===== config.mk =====
export PLATFORM = sky130hd
export DESIGN_NAME = p_fifo_param_flat
export DESIGN_NICKNAME = d
export VERILOG_FILES = /design/src/rtl/p_fifo_pkg.sv /design/src/rtl/p_fifo_param_if.sv /design/src/rtl/p_fifo_mem.sv /design/src/rtl/p_fifo_param.sv /design/src/flat_wrapper.sv
export SDC_FILE = /design/constraint.sdc
export NUM_CORES = 1
export LEC_CHECK = 0
export CAP_MARGIN = 20
export CORE_MARGIN = 4
export CORE_UTILIZATION = 30
export DETAILED_ROUTE_END_ITERATION = 12
export PLACE_DENSITY_LB_ADDON = 0.2
export SLEW_MARGIN = 40
export SYNTH_ARGS = -nofsm -noshare
export SYNTH_HDL_FRONTEND = slang
export SYNTH_SLANG_ARGS = --single-unit

===== constraint.sdc =====
create_clock -name clk -period 6.35 [get_ports clk]
set_input_delay 0.635 -clock clk [delete_from_list [all_inputs] [get_ports clk]]
set_output_delay 0.635 -clock clk [all_outputs]
set_load 0.005 [all_outputs]

===== src/rtl/p_fifo_pkg.sv =====
// rtl/p_fifo_pkg.sv - shared types and width helpers for the parametrised FIFO
package p_fifo_pkg;

  // Pointer / occupancy width: one extra bit above the memory index so that
  // an occupancy of exactly DEPTH is representable and pointers carry a wrap bit.
  function automatic int ptr_w(input int depth);
    return $clog2(depth) + 1;
  endfunction

  typedef struct packed {
    logic full;
    logic empty;
    logic almost_full;
    logic almost_empty;
    logic overflow;
    logic underflow;
  } fifo_status_t;

endpackage


===== src/rtl/p_fifo_param_if.sv =====
// rtl/p_fifo_param_if.sv - producer/consumer interface of the parametrised FIFO
interface p_fifo_param_if
  import p_fifo_pkg::*;
#(
  parameter int DATA_W = 8,
  parameter int DEPTH  = 8
);
  localparam int CNT_W = ptr_w(DEPTH);

  logic              we;
  logic [DATA_W-1:0] data;
  logic              rd;
  logic [DATA_W-1:0] dataout;
  logic              full;
  logic              empty;
  logic              almost_full;
  logic              almost_empty;
  logic [CNT_W-1:0]  count;
  logic              overflow;
  logic              underflow;

  modport master (
    output we, data, rd,
    input  dataout, full, empty, almost_full, almost_empty, count, overflow, underflow
  );

  modport slave (
    input  we, data, rd,
    output dataout, full, empty, almost_full, almost_empty, count, overflow, underflow
  );
endinterface


===== src/rtl/p_fifo_mem.sv =====
// rtl/p_fifo_mem.sv - DEPTH x DATA_W register file, one clocked write port, one async read port
module p_fifo_mem #(
  parameter int DATA_W = 8,
  parameter int DEPTH  = 8,
  localparam int ADDR_W = $clog2(DEPTH)
) (
  input  logic              clk,
  input  logic              we_i,
  input  logic [ADDR_W-1:0] waddr_i,
  input  logic [DATA_W-1:0] wdata_i,
  input  logic [ADDR_W-1:0] raddr_i,
  output logic [DATA_W-1:0] rdata_o
);
  logic [DATA_W-1:0] mem_q [DEPTH];

  // Storage is intentionally not reset; contents are only meaningful behind the pointers.
  always_ff @(posedge clk) begin
    if (we_i) mem_q[waddr_i] <= wdata_i;
  end

  assign rdata_o = mem_q[raddr_i];
endmodule


===== src/rtl/p_fifo_param.sv =====
// rtl/p_fifo_param.sv - parametrised synchronous FIFO with count, almost flags and error pulses (option: P_FIFO_FWFT_EN)
module p_fifo_param
  import p_fifo_pkg::*;
#(
  parameter int DATA_W    = 8,
  parameter int DEPTH     = 8,
  parameter int AF_MARGIN = 1,
  parameter int AE_MARGIN = 1,
  localparam int ADDR_W   = $clog2(DEPTH)
) (
  input  logic           clk,
  input  logic           reset,
  p_fifo_param_if.slave  bus
);
  localparam int PTR_W = ptr_w(DEPTH);
  localparam logic [PTR_W-1:0] CNT_FULL = PTR_W'(DEPTH);
  localparam logic [PTR_W-1:0] AF_TH    = PTR_W'(DEPTH - AF_MARGIN);
  localparam logic [PTR_W-1:0] AE_TH    = PTR_W'(AE_MARGIN);

  logic [PTR_W-1:0]  wr_ptr_q, wr_ptr_d;
  logic [PTR_W-1:0]  rd_ptr_q, rd_ptr_d;
  logic [PTR_W-1:0]  count_q, count_d;
  logic              overflow_q, overflow_d;
  logic              underflow_q, underflow_d;
  logic              rd_acc, wr_acc;
  logic [DATA_W-1:0] mem_rdata;
  fifo_status_t      status;

  // Wrap bits are carried for pointer-compatible debug views; occupancy comes from count_q.
  logic unused_wrap;
  assign unused_wrap = wr_ptr_q[ADDR_W] ^ rd_ptr_q[ADDR_W];

  // Accept decisions and next-state values; a read frees a slot for a write on the same edge.
  always_comb begin
    rd_acc      = bus.rd && !status.empty;
    wr_acc      = bus.we && (!status.full || rd_acc);
    wr_ptr_d    = wr_acc ? wr_ptr_q + PTR_W'(1) : wr_ptr_q;
    rd_ptr_d    = rd_acc ? rd_ptr_q + PTR_W'(1) : rd_ptr_q;
    count_d     = count_q + PTR_W'(wr_acc) - PTR_W'(rd_acc);
    overflow_d  = bus.we && !wr_acc;
    underflow_d = bus.rd && status.empty;
  end

  // Pointer, occupancy and error-pulse registers.
  always_ff @(posedge clk or posedge reset) begin
    if (reset) begin
      wr_ptr_q    <= '0;
      rd_ptr_q    <= '0;
      count_q     <= '0;
      overflow_q  <= 1'b0;
      underflow_q <= 1'b0;
    end else begin
      wr_ptr_q    <= wr_ptr_d;
      rd_ptr_q    <= rd_ptr_d;
      count_q     <= count_d;
      overflow_q  <= overflow_d;
      underflow_q <= underflow_d;
    end
  end

  // Flags decode only the registered count, so they move the cycle after an accepting edge.
  always_comb begin
    status.full         = (count_q == CNT_FULL);
    status.empty        = (count_q == '0);
    status.almost_full  = (count_q >= AF_TH);
    status.almost_empty = (count_q <= AE_TH);
    status.overflow     = overflow_q;
    status.underflow    = underflow_q;
  end

  p_fifo_mem #(
    .DATA_W (DATA_W),
    .DEPTH  (DEPTH)
  ) u_mem (
    .clk     (clk),
    .we_i    (wr_acc),
    .waddr_i (wr_ptr_q[ADDR_W-1:0]),
    .wdata_i (bus.data),
    .raddr_i (rd_ptr_q[ADDR_W-1:0]),
    .rdata_o (mem_rdata)
  );

`ifdef P_FIFO_FWFT_EN
  // Head word is presented as soon as it exists; rd only pops it.
  assign bus.dataout = status.empty ? '0 : mem_rdata;
`else
  logic [DATA_W-1:0] dout_q;

  // Registered read: the head captured on the accepting edge, held otherwise.
  always_ff @(posedge clk or posedge reset) begin
    if (reset)       dout_q <= '0;
    else if (rd_acc) dout_q <= mem_rdata;
  end

  assign bus.dataout = dout_q;
`endif

  assign bus.count        = count_q;
  assign bus.full         = status.full;
  assign bus.empty        = status.empty;
  assign bus.almost_full  = status.almost_full;
  assign bus.almost_empty = status.almost_empty;
  assign bus.overflow     = status.overflow;
  assign bus.underflow    = status.underflow;
endmodule

===== src/flat_wrapper.sv =====
// flat-port wrapper written by rule: the top's interface ports become plain ports
module p_fifo_param_flat import p_fifo_pkg::*;
#(
  parameter int DATA_W    = 8,
  parameter int DEPTH     = 8,
  parameter int AF_MARGIN = 1,
  parameter int AE_MARGIN = 1,
  localparam int ADDR_W   = $clog2(DEPTH)
)
  (clk, reset, bus_we, bus_data, bus_rd, bus_dataout, bus_full, bus_empty, bus_almost_full, bus_almost_empty, bus_count, bus_overflow, bus_underflow);
  p_fifo_param_if #(.DATA_W(DATA_W), .DEPTH(DEPTH)) bus_i ();
  input  logic clk;
  input  logic reset;
  input wire logic [$bits(bus_i.we)-1:0] bus_we;
  input wire logic [$bits(bus_i.data)-1:0] bus_data;
  input wire logic [$bits(bus_i.rd)-1:0] bus_rd;
  output wire logic [$bits(bus_i.dataout)-1:0] bus_dataout;
  output wire logic [$bits(bus_i.full)-1:0] bus_full;
  output wire logic [$bits(bus_i.empty)-1:0] bus_empty;
  output wire logic [$bits(bus_i.almost_full)-1:0] bus_almost_full;
  output wire logic [$bits(bus_i.almost_empty)-1:0] bus_almost_empty;
  output wire logic [$bits(bus_i.count)-1:0] bus_count;
  output wire logic [$bits(bus_i.overflow)-1:0] bus_overflow;
  output wire logic [$bits(bus_i.underflow)-1:0] bus_underflow;
  assign bus_i.we = bus_we;
  assign bus_i.data = bus_data;
  assign bus_i.rd = bus_rd;
  assign bus_dataout = bus_i.dataout;
  assign bus_full = bus_i.full;
  assign bus_empty = bus_i.empty;
  assign bus_almost_full = bus_i.almost_full;
  assign bus_almost_empty = bus_i.almost_empty;
  assign bus_count = bus_i.count;
  assign bus_overflow = bus_i.overflow;
  assign bus_underflow = bus_i.underflow;
  p_fifo_param #(.DATA_W(DATA_W), .DEPTH(DEPTH), .AF_MARGIN(AF_MARGIN), .AE_MARGIN(AE_MARGIN)) u_core (.clk(clk), .reset(reset), .bus(bus_i));
endmodule

==> results.yml, run 1 <==
sta:
  relSlewSlack: 0.481
  final.setup.tns_ns: 0
  fin_crit_ns: 2.94
  rsz_0062_raised_after_global_routing: "no"
  maximum_clock_rate_mhz: 341
  clock_skew_ns: 0.00944
  final-hold-violation-count: 0
  postLayoutSetupSlackWorst_ns: 3.41
  max_slew.worst_pin.slew_ns: 0.774
  report.final.slew_viol_count: 0
  final-setup-viol-count: 0
  share_of_the_clock_period_used_by_the_worst_path: 0.462
detailed_routing:
  drtIter0Drc: 109
  drt-total-wl_um: 6890
  vias_per_cell: 4.68
  vias: 1867
  drt_first_pass_iters: 4
  drt_drc_violations_left: 0
  ant_nets: 0
  route.detailed.wl_per_inst_um: 17.3
layout:
  area.growth.synth_to_final_pct: 22.3
  antenna_fix_cells: 0
  post_route_cells_drive_above_1_share: 0.180
  layout.cell_area.non_filler_um2: 4260
  final_net_count: 274
global_routing:
  grt_max_degree: 35
  grt_resource_usage_total: 0.111
  gr-total-overflow: 0
  grt_pass1_wl_um: 10900
  antenna_found_initial: 0
  number_of_global_route_vias_before_repair: 1960
floorplan:
  die_area_um2: 13400
  core_area_um2: 11400
  std_cell_rows: 39
  initial_utilization: 0.305
  die_w_um: 116
  die_y_um: 116
  io-pin-count: 30
logic_synthesis:
  synth.cell_area_um2: 3490
  cell_with_the_most_instances_after_synthesis: "edfxtp_1"
  synth_top_area_frac: 0.551
  synthFlopType: "edfxtp_1"
  syn-num-nets: 240
  synth_cell_types: 35
  synth-edff-count: 64
  async_reset_ff_frac: 0.238
  synth_warnings: 0
  post_synth_most_frequent_cells: "edfxtp_1 (64), dfrtp_1 (20), mux2_2 (17)"
  avgSynthCellArea_um2: 16.1
  synth.area.top_cells: "edfxtp_1 (55%), dfrtp_1 (14%), mux2_2 (5.5%)"
  synth-seq-cells: 84
  synthCells: 217
  synth_top_area_cell: "edfxtp_1"
  seq_area_frac_synth: 0.695
clocking:
  cts-htree-levels: 3
  clk_transition_reported_paths_ns: 0.06
  worstSkewPairLatency_ns: 0.33
  number_of_buffers_created_by_cts: 9
  clock_sink_count: 84
  cts_tree: "yes"
  clk_root_buffer_cell: "clkbuf_16"
  cts-hold-fix-buffers: 0
  cts-resized-gates: 0
  max-clock-path-buffers: 2
  cts_post_setup_buffers_inserted: 0
setup_path:
  path_max_fanout: 12
  timing.setup.critical_path_class: "reg2reg"
  crit_path_start_kind: "register"
  worst_path_largest_cell_delay_ns: 0.47
  critical_path.cell_chain: "inv_1, ha_1, nor3b_1, buf_4, nand2b_1, inv_1, ha_1, inv_1, ha_1, fa_1, xor2_1"
  cp.required_ns: 6.57
  setup.worst_path.end_class: "register"
  crit_arrival_ns: 3.15
  slowest_stage: "nand2b_1"
outcome:
  run_status: "completed"
placed_design:
  preCtsSetupSlack_ns: 3.39
  placement.io_buffers: 29
  post_dp_cell_area_um2: 3960
  dp.final_hpwl_um: 4760
  gpl.final_weighted_congestion: 0.746
power_and_ir_drop:
  power_density_nw_per_um2: 459
  design_power_total_mw: 1.96
  max_ir_drop_vdd_mv: 0.196
  power.static_leakage_nw: 1.55
run:
  max-cap-violations: 0
min_path:
  hold_path.class: "reg2reg"
[per-stage QoR]
step	hold WS, ns	cells	util
final	0.518	399	0.373
after global routing	0.553	399	0.373
after CTS	0.524	399	0.373
after detailed placement	0.511	383	0.347
after global placement	0.515	383	0.344
after floorplan	0.503	217	-
[cell type report]
| type | instances | area [µm²] |
|---|---|---|
| fill | 1110 | 7160 |
| multi-input combinational | 114 | 1010 |
| clock buffer | 10 | 229 |
| clock inverter | 6 | 71.3 |
| timing repair buffer | 31 | 305 |
| tap | 143 | 179 |
| sequential | 84 | 2420 |
| inverter | 11 | 41.3 |
[metal layers]
layer | wire length, µm | vias up | part of all wire | track usage
met5 | 0 | - | 0 | 0
met4 | 62 | 0 | 0.0090 | 0.0302
met3 | 309 | 6 | 0.045 | 0.0366
met2 | 3440 | 40 | 0.50 | 0.183
met1 | 3070 | 930 | 0.45 | 0.142
li1 | - | 891 | - | -
[final timing paths]
kind / from / endpoint / slack (ns) / cells after the start
min: u_core.bus.dataout[6] / u_core.bus.dataout[6] / 0.52 / 2
min in group asynchronous: reset / u_core.bus.count[2] / 0.64 / 2
max in group asynchronous: reset / u_core.wr_ptr_q[0] / 5.39 / 2
max reg2reg: u_core.bus.count[2] / u_core.bus.count[2] / 3.41 / 11
min reg2reg: u_core.bus.dataout[6] / u_core.bus.dataout[6] / 0.52 / 2
max: u_core.bus.count[2] / u_core.bus.count[2] / 3.41 / 11
[cell families (layout without fill, tap and decap cells)]
logic type	Yosys count	in the layout	share of synthesized area
fa+ha+maj	11	11	0.0416
buf+inv	19	58	0.0262
mux	34	34	0.105
xor+xnor	6	6	0.0151
compound gates	39	39	0.0786
simple gates	24	24	0.0384
flops	84	84	0.695
[power breakdown]
part	total [mW]	switching, mW	internal, mW
Combinational	0.630	0.312	0.318
Sequential	0.807	0.0872	0.720
Clock	0.519	0.211	0.308
[registers in the layout, indices dropped and copies added, names as in the netlist]
| register | cells |
|---|---|
| u_core.wr_ptr_q | 3 |
| u_core.u_mem.mem_q | 64 |
| u_core.rd_ptr_q | 3 |
| u_core.bus.count | 4 |
| u_core.bus.underflow | 1 |
| u_core.bus.overflow | 1 |
| u_core.bus.dataout | 8 |
[placed cells by master (no fill, tap or decap)]
cell type        count
a21o_1               1
a21oi_1              3
a22o_1               8
and2_1               1
and3_1               1
buf_4                2
bufinv_16            1
clkbuf_1             1
clkbuf_16            9
clkdlybuf4s50_1     29
clkinv_4             1
clkinvlp_4           2
dfrtp_1             20
edfxtp_1            64
fa_1                 1
ha_1                10
inv_1               10
inv_2                1
inv_6                2
mux2_2              17
mux2_4               1
mux2i_1             16
nand2_1              3
nand2b_1             4
nand3_1              1
nand3b_1             1
nor2_1               1
nor2_2               3
nor2b_1              2
nor3_2               4
nor3b_1              1
nor4_4               1
o211ai_1             2
o21ai_0              8
o21ai_4              1
o22ai_1              8
o31ai_1              8
or3b_4               1
xnor2_1              4
xor2_1               2
[worst max-delay path, delay by kind of cell (launching register included)]
kind                       cells  cell delay [ns]
DFF                            1             0.39
adders and majority gates      4             1.14
xor gates and xnor gates       1             0.15
buffers and inverters          4             0.46
and+or+nand+nor                2             0.68
Note: power is estimated with default switching activity, not from simulation.
==> run 2: changes to the inputs <==
==> constraint.sdc (replaced) <==
create_clock -name clk -period 2.8 [get_ports clk]
set_input_delay 0.28 -clock clk [delete_from_list [all_inputs] [get_ports clk]]
set_output_delay 0.28 -clock clk [all_outputs]
set_load 0.005 [all_outputs]
==> run 2 against run 1 <==
Utilization grew 0.28 points. Final area grew 0.76%. Worst hold slack lost 0.25 ns. Setup slack lost 3.0 ns. Count of clock-buffer cells in the layout shrank 1. Non-clock buffer count grew 9. Die area is the same. Combinational power grew 130%. Register-to-register slack lost 3.0 ns. Via count grew 2.5%. Maximum frequency grew 23%. Largest power group unchanged.
==> results.yml, run 2 (same netlist as run 1, synthesis figures left out) <==
setup_path:
  timing.setup.critical_path_class: "reg2reg"
  path_max_fanout: 4
  cp.required_ns: 3.02
  rrSetupSlack_ns: 0.42
  crit_path_start_kind: "register"
  rr_endpoint: "u_core.bus.count[2]"
  crit-reg2reg-launch: "u_core.bus.count[2]"
  crit_arrival_ns: 2.60
  setup.worst_path.end_class: "register"
  r2r_cells: 10
detailed_routing:
  vias: 1913
  ant_nets: 0
  vias_per_cell: 4.69
  drtIter0Drc: 118
  drt_first_pass_iters: 4
  drt_drc_violations_left: 0
  route.detailed.wl_per_inst_um: 17.1
  drt-total-wl_um: 7000
clocking:
  max-clock-path-buffers: 2
  clock_sink_count: 84
  cts-resized-gates: 0
  clk_root_buffer_cell: "clkbuf_16"
  number_of_buffers_created_by_cts: 9
  clk_transition_reported_paths_ns: 0.06
  cts-htree-levels: 3
  cts_tree: "yes"
  cts_post_setup_buffers_inserted: 0
  worstSkewPairLatency_ns: 0.33
  cts-hold-fix-buffers: 0
floorplan:
  die_area_um2: 13400
  die_w_um: 116
  std_cell_rows: 39
  core_area_um2: 11400
  initial_utilization: 0.305
  io-pin-count: 30
  die_y_um: 116
layout:
  antenna_fix_cells: 0
  layout.cell_area.non_filler_um2: 4300
  area.growth.synth_to_final_pct: 23.2
  max_flop_register: "u_core.u_mem.mem_q"
  largest_register_ffs: 64
  most_frequent_standard_cell_in_the_layout_excluding_fill_and_tap_cells: "edfxtp_1"
  final_net_count: 283
  final_cell_mix: "edfxtp_1 (64), clkdlybuf4s50_1 (29), dfrtp_1 (20)"
  fillerInstances: 1070
  post_route_cells_drive_above_1_share: 0.185
sta:
  relSlewSlack: 0.462
  final.setup.tns_ns: 0
  report.final.slew_viol_count: 0
  share_of_the_clock_period_used_by_the_worst_path: 0.849
  final-hold-violation-count: 0
  final-setup-viol-count: 0
  maximum_clock_rate_mhz: 420
  max_slew.worst_pin.slew_ns: 0.806
  fin_crit_ns: 2.38
  clock_skew_ns: 0.00663
  rsz_0062_raised_after_global_routing: "no"
global_routing:
  grt_max_degree: 35
  grt_pass1_wl_um: 10900
  number_of_global_route_vias_before_repair: 1959
  grt_resource_usage_total: 0.112
  gr-total-overflow: 0
  antenna_found_initial: 0
placed_design:
  gpl.final_weighted_congestion: 0.706
  dp.final_hpwl_um: 4530
  post_dp_cell_area_um2: 3990
  placement.io_buffers: 29
power_and_ir_drop:
  max_ir_drop_vdd_mv: 0.474
  cell_internal_pwr_mw: 3.07
  power.static_leakage_nw: 1.59
  power.clock.fraction: 0.263
  p_switching_mw: 1.38
  power.share.combinational: 0.332
  power_density_nw_per_um2: 1040
  seq_power_share: 0.405
  switching_share: 0.309
min_path:
  hold_path.class: "in2async"
outcome:
  run_status: "completed"
run:
  max-cap-violations: 0
## run 2: critical path: stages, from the launching register on
cell	delay (ns)
dfrtp_1	0.39
inv_1	0.13
ha_1	0.22
nor3b_1	0.25
nand2b_1	0.17
inv_1	0.05
ha_1	0.26
inv_1	0.04
ha_1	0.20
fa_1	0.41
xor2_1	0.15
## run 2: cell type report
type | instances | area, µm² | share of cell area
clock inverters | 7 | 76.3 | 0.0178
flip-flops and latches | 84 | 2420 | 0.564
clock buffers | 9 | 225 | 0.0524
inverters | 11 | 41.3 | 0.00961
well taps | 143 | 179 | 0.0417
repair buffers | 40 | 373 | 0.0868
multi-input cells | 114 | 978 | 0.228
## run 2: metrics by stage
stage / setup WS, ns / std cells / power [mW] / hold WS (ns) / util
3_5_place_dp: 0.417 / 392 / 3.34 / 0.507 / 0.350
6_report: 0.421 / 408 / 4.45 / 0.271 / 0.376
2_1_floorplan: 0.321 / 217 / 2.75 / 0.244 / -
3_3_place_gp: 0.452 / 392 / 3.34 / 0.510 / 0.350
4_1_cts: 0.388 / 408 / 4.52 / 0.286 / 0.376
5_1_grt: 0.224 / 408 / 4.73 / 0.297 / 0.376
## run 2: how the worst max path moves through the flow
stage                        start                   to  depth (start not counted)
6_report       u_core.bus.count[2]  u_core.bus.count[2]                         10
5_1_grt        u_core.bus.count[2]  u_core.bus.count[2]                         10
4_1_cts        u_core.bus.count[2]  u_core.bus.count[2]                         10
3_5_place_dp   u_core.bus.count[2]  u_core.bus.count[2]                         10
3_3_place_gp   u_core.bus.count[2]  u_core.bus.count[2]                         10
2_1_floorplan  u_core.bus.count[2]  u_core.bus.count[2]                         11
## run 2: power by group through the flow
stage	sequential (mW)	combinational (mW)	clock [mW]
floorplan	1.79	0.956	0
global placement	1.82	1.51	0
detailed placement	1.83	1.51	0
CTS	1.81	1.52	1.20
global route	1.84	1.64	1.26
finish	1.80	1.48	1.17
## run 2: metal layers
| layer | track usage | vias to the layer above | part of all wire | routed length [µm] |
|---|---|---|---|---|
| li1 | - | 921 | - | - |
| met1 | 0.152 | 937 | 0.48 | 3370 |
| met2 | 0.171 | 44 | 0.45 | 3170 |
| met3 | 0.0339 | 11 | 0.053 | 369 |
| met4 | 0.0371 | 0 | 0.012 | 86 |
| met5 | 0 | - | 0 | 0 |
